$ cat src/rtl/dsi_feeder_pkg.sv
// ============================================================================
// dsi_feeder_pkg : shared types and strobe helpers for dsi_payload_feeder
// Revision: 1.0
// ============================================================================
`default_nettype none

package dsi_feeder_pkg;

  typedef enum logic [1:0] {
    IDLE   = 2'd0,
    FILL   = 2'd1,
    ACTIVE = 2'd2
  } feeder_state_t;

  localparam logic [3:0] STRB_FULL = 4'b1111;

  // Byte-lane mask for the final payload word, keyed by pkt_len[1:0].
  function automatic logic [3:0] last_strb(input logic [1:0] rem);
    logic [3:0] mask;
    case (rem)
      2'd1:    mask = 4'b0001;
      2'd2:    mask = 4'b0011;
      2'd3:    mask = 4'b0111;
      default: mask = STRB_FULL;
    endcase
    return mask;
  endfunction

endpackage

`default_nettype wire

$ cat src/rtl/dsi_payload_feeder.sv
// ============================================================================
// dsi_payload_feeder : feeds payload words plus lane strobes to the repacker.
// Optional underflow_cnt output enabled by DSI_FEEDER_UNDERFLOW_CNT_EN.
// Revision: 1.0
// ============================================================================
`default_nettype none

module dsi_payload_feeder
  import dsi_feeder_pkg::*;
#(
  parameter int LEN_W = 16
) (
  input  logic             clk,
  input  logic             rst_n,
  input  logic             pkt_start,
  input  logic [LEN_W-1:0] pkt_len,
  output logic             pkt_busy,
  output logic             word_ready,
  output logic             pkt_done,
  output logic             underflow,
`ifdef DSI_FEEDER_UNDERFLOW_CNT_EN
  output logic [15:0]      underflow_cnt,
`endif
  input  logic [31:0]      fifo_data,
  input  logic             fifo_empty,
  output logic             fifo_rd,
  input  logic             data_change_req,
  output logic [31:0]      data_out,
  output logic [3:0]       strb_out
);

  localparam int WL_W = LEN_W - 1;

  feeder_state_t   r_state;
  feeder_state_t   w_state_next;
  logic [WL_W-1:0] r_words_left;
  logic [1:0]      r_rem;
  logic [31:0]     r_data;
  logic [3:0]      r_strb;
  logic            r_word_ready;
  logic            r_pkt_done;
  logic            r_underflow;

  logic [WL_W-1:0] w_len_words;
  logic [3:0]      w_sched_strb;
  logic            w_fifo_rd;
  logic            w_load;
  logic [31:0]     w_load_data;
  logic [3:0]      w_load_strb;
  logic            w_dec;
  logic            w_latch;
  logic            w_set_ready;
  logic            w_clr_ready;
  logic            w_done;
  logic            w_underrun;

  // ceil(pkt_len/4) without a wider intermediate adder
  assign w_len_words  = {1'b0, pkt_len[LEN_W-1:2]} + WL_W'(pkt_len[1:0] != 2'b00);
  assign w_sched_strb = (r_words_left == WL_W'(1)) ? last_strb(r_rem) : STRB_FULL;

  always_comb begin
    w_state_next = r_state;
    w_fifo_rd    = 1'b0;
    w_load       = 1'b0;
    w_load_data  = 32'h0;
    w_load_strb  = 4'b0000;
    w_dec        = 1'b0;
    w_latch      = 1'b0;
    w_set_ready  = 1'b0;
    w_clr_ready  = 1'b0;
    w_done       = 1'b0;
    w_underrun   = 1'b0;
    case (r_state)
      IDLE: begin
        if (pkt_start) begin
          if (pkt_len != '0) begin
            w_latch      = 1'b1;
            w_state_next = FILL;
          end else begin
            w_done = 1'b1;
          end
        end
        if (data_change_req) begin
          w_load = 1'b1;
        end
      end
      FILL: begin
        if (!fifo_empty) begin
          w_fifo_rd    = 1'b1;
          w_load       = 1'b1;
          w_load_data  = fifo_data;
          w_load_strb  = w_sched_strb;
          w_dec        = 1'b1;
          w_set_ready  = 1'b1;
          w_state_next = ACTIVE;
        end
      end
      ACTIVE: begin
        if (data_change_req) begin
          w_load = 1'b1;
          if (r_words_left != '0) begin
            // The link cannot stall, so a missing word goes out as zeros.
            w_fifo_rd   = !fifo_empty;
            w_load_data = fifo_empty ? 32'h0 : fifo_data;
            w_load_strb = w_sched_strb;
            w_underrun  = fifo_empty;
            w_dec       = 1'b1;
          end else begin
            w_done       = 1'b1;
            w_clr_ready  = 1'b1;
            w_state_next = IDLE;
          end
        end
      end
      default: w_state_next = IDLE;
    endcase
  end

  always_ff @(posedge clk or negedge rst_n) begin
    if (!rst_n) begin
      r_state      <= IDLE;
      r_words_left <= '0;
      r_rem        <= 2'b00;
      r_data       <= 32'h0;
      r_strb       <= 4'b0000;
      r_word_ready <= 1'b0;
      r_pkt_done   <= 1'b0;
      r_underflow  <= 1'b0;
    end else begin
      r_state    <= w_state_next;
      r_pkt_done <= w_done;
      if (w_latch) begin
        r_words_left <= w_len_words;
        r_rem        <= pkt_len[1:0];
        r_underflow  <= 1'b0;
      end else if (w_dec) begin
        r_words_left <= r_words_left - WL_W'(1);
      end
      if (w_load) begin
        r_data <= w_load_data;
        r_strb <= w_load_strb;
      end
      if (w_set_ready) begin
        r_word_ready <= 1'b1;
      end else if (w_clr_ready) begin
        r_word_ready <= 1'b0;
      end
      if (w_underrun) begin
        r_underflow <= 1'b1;
      end
    end
  end

`ifdef DSI_FEEDER_UNDERFLOW_CNT_EN
  logic [15:0] r_underflow_cnt;

  always_ff @(posedge clk or negedge rst_n) begin
    if (!rst_n) begin
      r_underflow_cnt <= 16'h0;
    end else if (w_underrun && (r_underflow_cnt != 16'hFFFF)) begin
      r_underflow_cnt <= r_underflow_cnt + 16'h1;
    end
  end

  assign underflow_cnt = r_underflow_cnt;
`endif

  assign fifo_rd    = w_fifo_rd;
  assign pkt_busy   = (r_state != IDLE);
  assign word_ready = r_word_ready;
  assign pkt_done   = r_pkt_done;
  assign underflow  = r_underflow;
  assign data_out   = r_data;
  assign strb_out   = r_strb;

endmodule

`default_nettype wire

$ cat config.mk
export PLATFORM = sky130hd
export DESIGN_NAME = dsi_payload_feeder
export DESIGN_NICKNAME = d
export VERILOG_FILES = /design/src/rtl/dsi_feeder_pkg.sv /design/src/rtl/dsi_payload_feeder.sv
export SDC_FILE = /design/constraint.sdc
export NUM_CORES = 1
export LEC_CHECK = 0
export BUFFER_PORTS_ARGS = -buffer_cell sky130_fd_sc_hd__clkbuf_2
export CAP_MARGIN = 15
export CELL_PAD_IN_SITES_DETAIL_PLACEMENT = 1
export CELL_PAD_IN_SITES_GLOBAL_PLACEMENT = 1
export CORE_ASPECT_RATIO = 1.2
export CORE_MARGIN = 1
export CORE_UTILIZATION = 42
export CTS_CLUSTER_SIZE = 8
export DETAILED_ROUTE_END_ITERATION = 12
export PLACE_DENSITY_LB_ADDON = 0.1
export SETUP_SLACK_MARGIN = 0.15
export SYNTH_ARGS = -nofsm -noshare
export SYNTH_HDL_FRONTEND = slang
export SYNTH_SLANG_ARGS = --single-unit
$ cat constraint.sdc
create_clock -name clk -period 3.1 [get_ports clk]
set_input_delay 0.155 -clock clk [delete_from_list [all_inputs] [get_ports clk]]
set_output_delay 0.155 -clock clk [all_outputs]
set_load 0.02 [all_outputs]
After elaboration in Yosys (flattened, before gate mapping) --
Cells that the tools add are included.
Word-level totals: register bits 58, bits in latches 0, memory bits (writable) 0, ROM bits 0, bits of input ports 53, logic and storage cells 76, memories kept 0
Operators by class: add/subtract/negate cells 2, multipliers 0, div/mod/pow operators 0, $lt $le $gt $ge 0, equality and inequality tests 11, shift operators 0, muxes and demuxes 44, bitwise logic cells 0, reductions and logical operators 11
Operators by type and width (count):
- 32-bit 2-to-1 mux | 3
- 32-bit case mux with 2 select lines | 1
- 15-bit 2-to-1 mux | 2
- 1-bit 2-to-1 mux | 22
- 4-bit 2-to-1 mux | 4
- 16-bit nonzero test | 1
- 14-bit by 1-bit adder with 15-bit output | 1
- 15-bit by 1-bit equality test with 1-bit output (second input constant) | 1
- 15-bit nonzero test | 1
- 15-bit by 1-bit subtractor with 15-bit output (second input constant) | 1
- 4-bit case mux with 3 select lines | 1
- 2-bit 2-to-1 mux | 5
- 2-bit != test (second input constant) | 5
- 2-bit nonzero test | 5
- 1-bit case mux with 2 select lines | 4
- 4-bit case mux with 2 select lines | 1
- 2-bit equality test (second input constant) | 3
- 2-bit case mux with 3 select lines | 1
- 5-bit AND reduction | 1
- 2-bit by 1-bit equality test with 1-bit output (second input constant) | 2
- 2-bit logical NOT | 1
- 2-bit OR reduction | 1
- 1-bit logical NOT | 1

Longest topological paths before layout --
depth in word-level cells 6, gate-level depth with buffers 8, gate-level depth less buffers 8

Worst setup path after synthesis --
No wires, ideal clock.
path kind register to register, start register r_words_left[0], end register r_data[16] (netlist: data_out[16]), setup time 121 ps, arrival time 1822 ps, required time 2979 ps, setup slack 1157 ps, cell stages (with the launch flop) 9, buffers on the path 1, clock period less this slack 1943 ps, cell sequence dfrtp_1 inv_1 ha_1 nor3b_1 nand4_2 a21oi_2 nor4b_4 buf_6 a22o_1
Between the ends: cells in the longest elaborated chain, start to end 4
Ends and longest elaborated chain:
- start, declared | line dsi_payload_feeder.sv:36 | logic [WL_W-1:0] r_words_left;
- start signal, assigned | line dsi_payload_feeder.sv:133 | r_words_left <= w_len_words;
- start signal, assigned | line dsi_payload_feeder.sv:137 | r_words_left <= r_words_left - WL_W'(1);
- 15-bit nonzero test | line dsi_payload_feeder.sv:101 | if (r_words_left != '0) begin
- 32-bit 2-to-1 mux | line dsi_payload_feeder.sv:101
- 32-bit 2-to-1 mux | line dsi_payload_feeder.sv:99 | if (data_change_req) begin
- 32-bit case mux with 2 select lines | line dsi_payload_feeder.sv:73 | case (r_state)
- end signal, assigned | line dsi_payload_feeder.sv:140 | r_data <= w_load_data;
- end, declared | line dsi_payload_feeder.sv:38 | logic [31:0] r_data;
No other way between the ends. A chain may end at the register's enable or synchronous reset.

Final worst setup path --
start register r_words_left[0], end output port fifo_rd
Between the ends: cells in the longest elaborated chain, start to end 4
Ends and longest elaborated chain:
- 15-bit nonzero test | line dsi_payload_feeder.sv:101
- 1-bit 2-to-1 mux | line dsi_payload_feeder.sv:101
- 1-bit 2-to-1 mux | line dsi_payload_feeder.sv:99
- 1-bit case mux with 2 select lines | line dsi_payload_feeder.sv:73
- end, declared | line dsi_payload_feeder.sv:26 | output logic fifo_rd,
No other way between the ends.

==> results.py <==
metrics = {
    "worst_setup_path": {
        "regToRegEndpoint": "data_out[27]",
        "end_kind": "output port",
        "rrSetupSlack_ns": 0.76,
        "worstPathArrival_ns": 2.25,
        "reg2regPathDepth": 8,
        "path_class": "flip-flop to output port",
        "crit_fanout": 7,
        "r2r-start": "r_words_left[0]",
        "start_kind": "flip-flop",
        "worstPathRequired_ns": 2.94,
    },
    "synth": {
        "synth_top_flop_cell": "dfrtp_1",
        "ys_ff_latch": 58,
        "syn_inst": 284,
        "yosysWarnings": 0,
        "syn_area_um2": 3090,
        "ys_seq_area_frac": 0.470,
        "synthArstFlopShare": 1.00,
        "synth_edf_count": 0,
        "yosys.cell_types.count": 54,
        "synth_fp_nets": 348,
        "syn_avg_cell_area_um2": 10.9,
    },
    "placed_design": {
        "io_buffers": 93,
        "hpwlAfterDp_um": 6000,
        "place_inst": 456,
        "place_congestion": 0.789,
    },
    "job": {
        "cap_violations": 0,
    },
    "sta": {
        "fin_crit_sh": 0.775,
        "worstMarginPinSlew_ns": 0.725,
        "fin_setup_tns_ns": 0,
        "drv_slew": 0,
        "post-route-min-period_ns": 2.40,
        "slew_headroom": 0.517,
        "clock_skew_ns": 0.00575,
        "setup_viol": 0,
        "max_freq_mhz": 416,
        "grt_setup_unrepaired": "false",
        "hold_viol": 0,
    },
    "route": {
        "viasPerCell": 5.70,
        "first_iter_violations": 52,
        "wl_per_cell_um": 16.8,
        "final_antenna_net_count": 0,
        "dr.pass1.iters": 4,
        "drc": 0,
        "vias": 2692,
        "wl_um": 7940,
    },
    "floorplan": {
        "fp.coreArea_um2": 6980,
        "die_w_um": 80.3,
        "die-area_um2": 7700,
        "fp.dieH_um": 95.9,
        "num_rows": 33,
        "start_util": 0.443,
        "ios": 94,
    },
    "global_routing": {
        "grt_max_degree": 59,
        "grt-ovfl-total": 0,
        "grt_pass1_wl_um": 13000,
        "antenna_found_initial": 0,
        "grt_pass1_vias": 2677,
        "grt_usage": 0.223,
    },
    "clocking": {
        "htree_levels": 3,
        "clk-insertion-delay-late_ns": 0.33,
        "cts.sinks": 58,
        "clk_pin_slew_ns": 0.06,
        "cts-hold-fix-buffers": 1,
        "cts_tree": "built",
        "root_buffer": "clkbuf_8",
        "cts_buffers": 9,
        "post_cts_buffers": 0,
        "cts_resized": 0,
        "clk_path_buf_depth": 2,
    },
    "min_path": {
        "hp-start": "fifo_data[12]",
        "min_delay_worst_endpoint": "data_out[12]",
        "holdPathStages": 2,
        "hp-class": "primary input to flip-flop",
    },
    "layout": {
        "multi_input_area_um2": 1530,
        "seq_area_um2": 1450,
        "nets": 445,
        "final_common_cell": "clkbuf_2",
        "areaGrowthSynthToFinish_pct": 23.7,
        "fin_cells": 472,
        "drive_gt1_frac": 0.319,
        "mostFrequentLayoutCells": "clkbuf_2, dfrtp_1, a22o_1",
        "fill_cells": 815,
        "antenna_cells": 0,
    },
    "power": {
        "pwr_density_cell_nw_per_um2": 855,
        "ir_drop_v": 0.000371,
        "power_frac_comb": 0.414,
        "p_sw_frac": 0.407,
        "pwr-share-seq": 0.382,
        "pwr-share-clk": 0.205,
        "leakage_nw": 1.87,
        "p_int_mw": 1.94,
        "p_switching_mw": 1.33,
    },
    "outcome": {
        "outcome": "finished, final reports clean",
    },
}
-- how the worst max path moves through the flow --
stage	from	to	slack, ns
final	r_words_left[0]	fifo_rd	0.70
after global routing	r_words_left[0]	fifo_rd	0.54
after CTS	r_words_left[0]	fifo_rd	0.66
after detailed placement	r_words_left[0]	data_out[20]	0.79
after global placement	r_words_left[0]	data_out[28]	0.83
after floorplan	r_words_left[0]	data_out[16]	1.16
-- metrics by stage --
stage	area, um2	hold slack, ns	util	power (mW)	setup WS (ns)
after detailed placement	3620	0.357	0.519	2.62	0.793
after CTS	3820	0.0306	0.547	3.30	0.665
final	3820	0.0454	0.547	3.27	0.698
after floorplan	3090	-0.141	-	2.18	1.16
after global placement	3620	0.347	0.519	2.57	0.832
after global routing	3820	0.0303	0.547	3.50	0.536
-- Yosys cell counts (all sizes together), types with 4 or more instances --
| cell type | number | area (um2) |
|---|---|---|
| a21o | 4 | 30.0 |
| a21oi | 7 | 42.5 |
| a22o | 32 | 280 |
| a31oi | 8 | 50.1 |
| and3 | 5 | 31.3 |
| and4 | 5 | 43.8 |
| buf | 6 | 48.8 |
| clkbuf | 6 | 22.5 |
| dfrtp | 58 | 1450 |
| ha | 11 | 138 |
| inv | 11 | 41.3 |
| nand2 | 19 | 71.3 |
| nand3 | 11 | 55.1 |
| nand4 | 5 | 37.5 |
| nor2 | 12 | 45.0 |
| nor4 | 9 | 92.6 |
| o211ai | 4 | 30.0 |
| o21ai | 10 | 50.0 |
| or3 | 5 | 31.3 |
| or4 | 5 | 37.5 |
| xnor2 | 8 | 70.1 |
| xor2 | 5 | 43.8 |
-- state kept, by name, summed over array words and instances, names as in the netlist --
| name | count |
|---|---|
| underflow | 1 |
| word_ready | 1 |
| r_state | 2 |
| pkt_done | 1 |
| strb_out | 4 |
| r_rem | 2 |
| data_out | 32 |
| r_words_left | 15 |
-- metal layers --
metal | up-vias | wire [um] | track usage
li1 | 1275 | - | -
met1 | 1329 | 3540 | 0.276
met2 | 78 | 3930 | 0.383
met3 | 10 | 343 | 0.0445
met4 | 0 | 124 | 0.0863
met5 | - | 0 | 0
-- critical path, stage by stage (launching register included) --
cell and delay (ns):
dfrtp_1 0.43, inv_1 0.14, ha_1 0.20, nor3b_1 0.31, nand4_2 0.30, a21oi_2 0.30, nor3b_1 0.07, clkbuf_2 0.16
-- cell type report --
cell class              count  area share
multi-input cells         203       0.400
clock inverters             3      0.0105
well taps                  87      0.0285
inverters                  11      0.0108
clock buffers              12      0.0380
flip-flops and latches     58       0.380
repair buffers             98       0.132
-- cell families after synthesis --
family,count (synthesis),share of synthesized area
AOI/OAI and AO/OA,82,0.207
buffers and inverters,23,0.0365
and+or+nand+nor,93,0.191
xor gates and xnor gates,13,0.0369
adders and majority gates,11,0.0446
muxes,4,0.0138
DFF,58,0.470
-- power by group through the flow --
stage / sequential (mW) / combinational, mW / clock (mW)
after floorplan: 1.38 / 0.800 / 0
after global placement: 1.25 / 1.33 / 0
after detailed placement: 1.26 / 1.37 / 0
after CTS: 1.25 / 1.37 / 0.688
after global routing: 1.28 / 1.50 / 0.721
final: 1.25 / 1.35 / 0.669
Note: power is estimated with default switching activity, not from simulation.
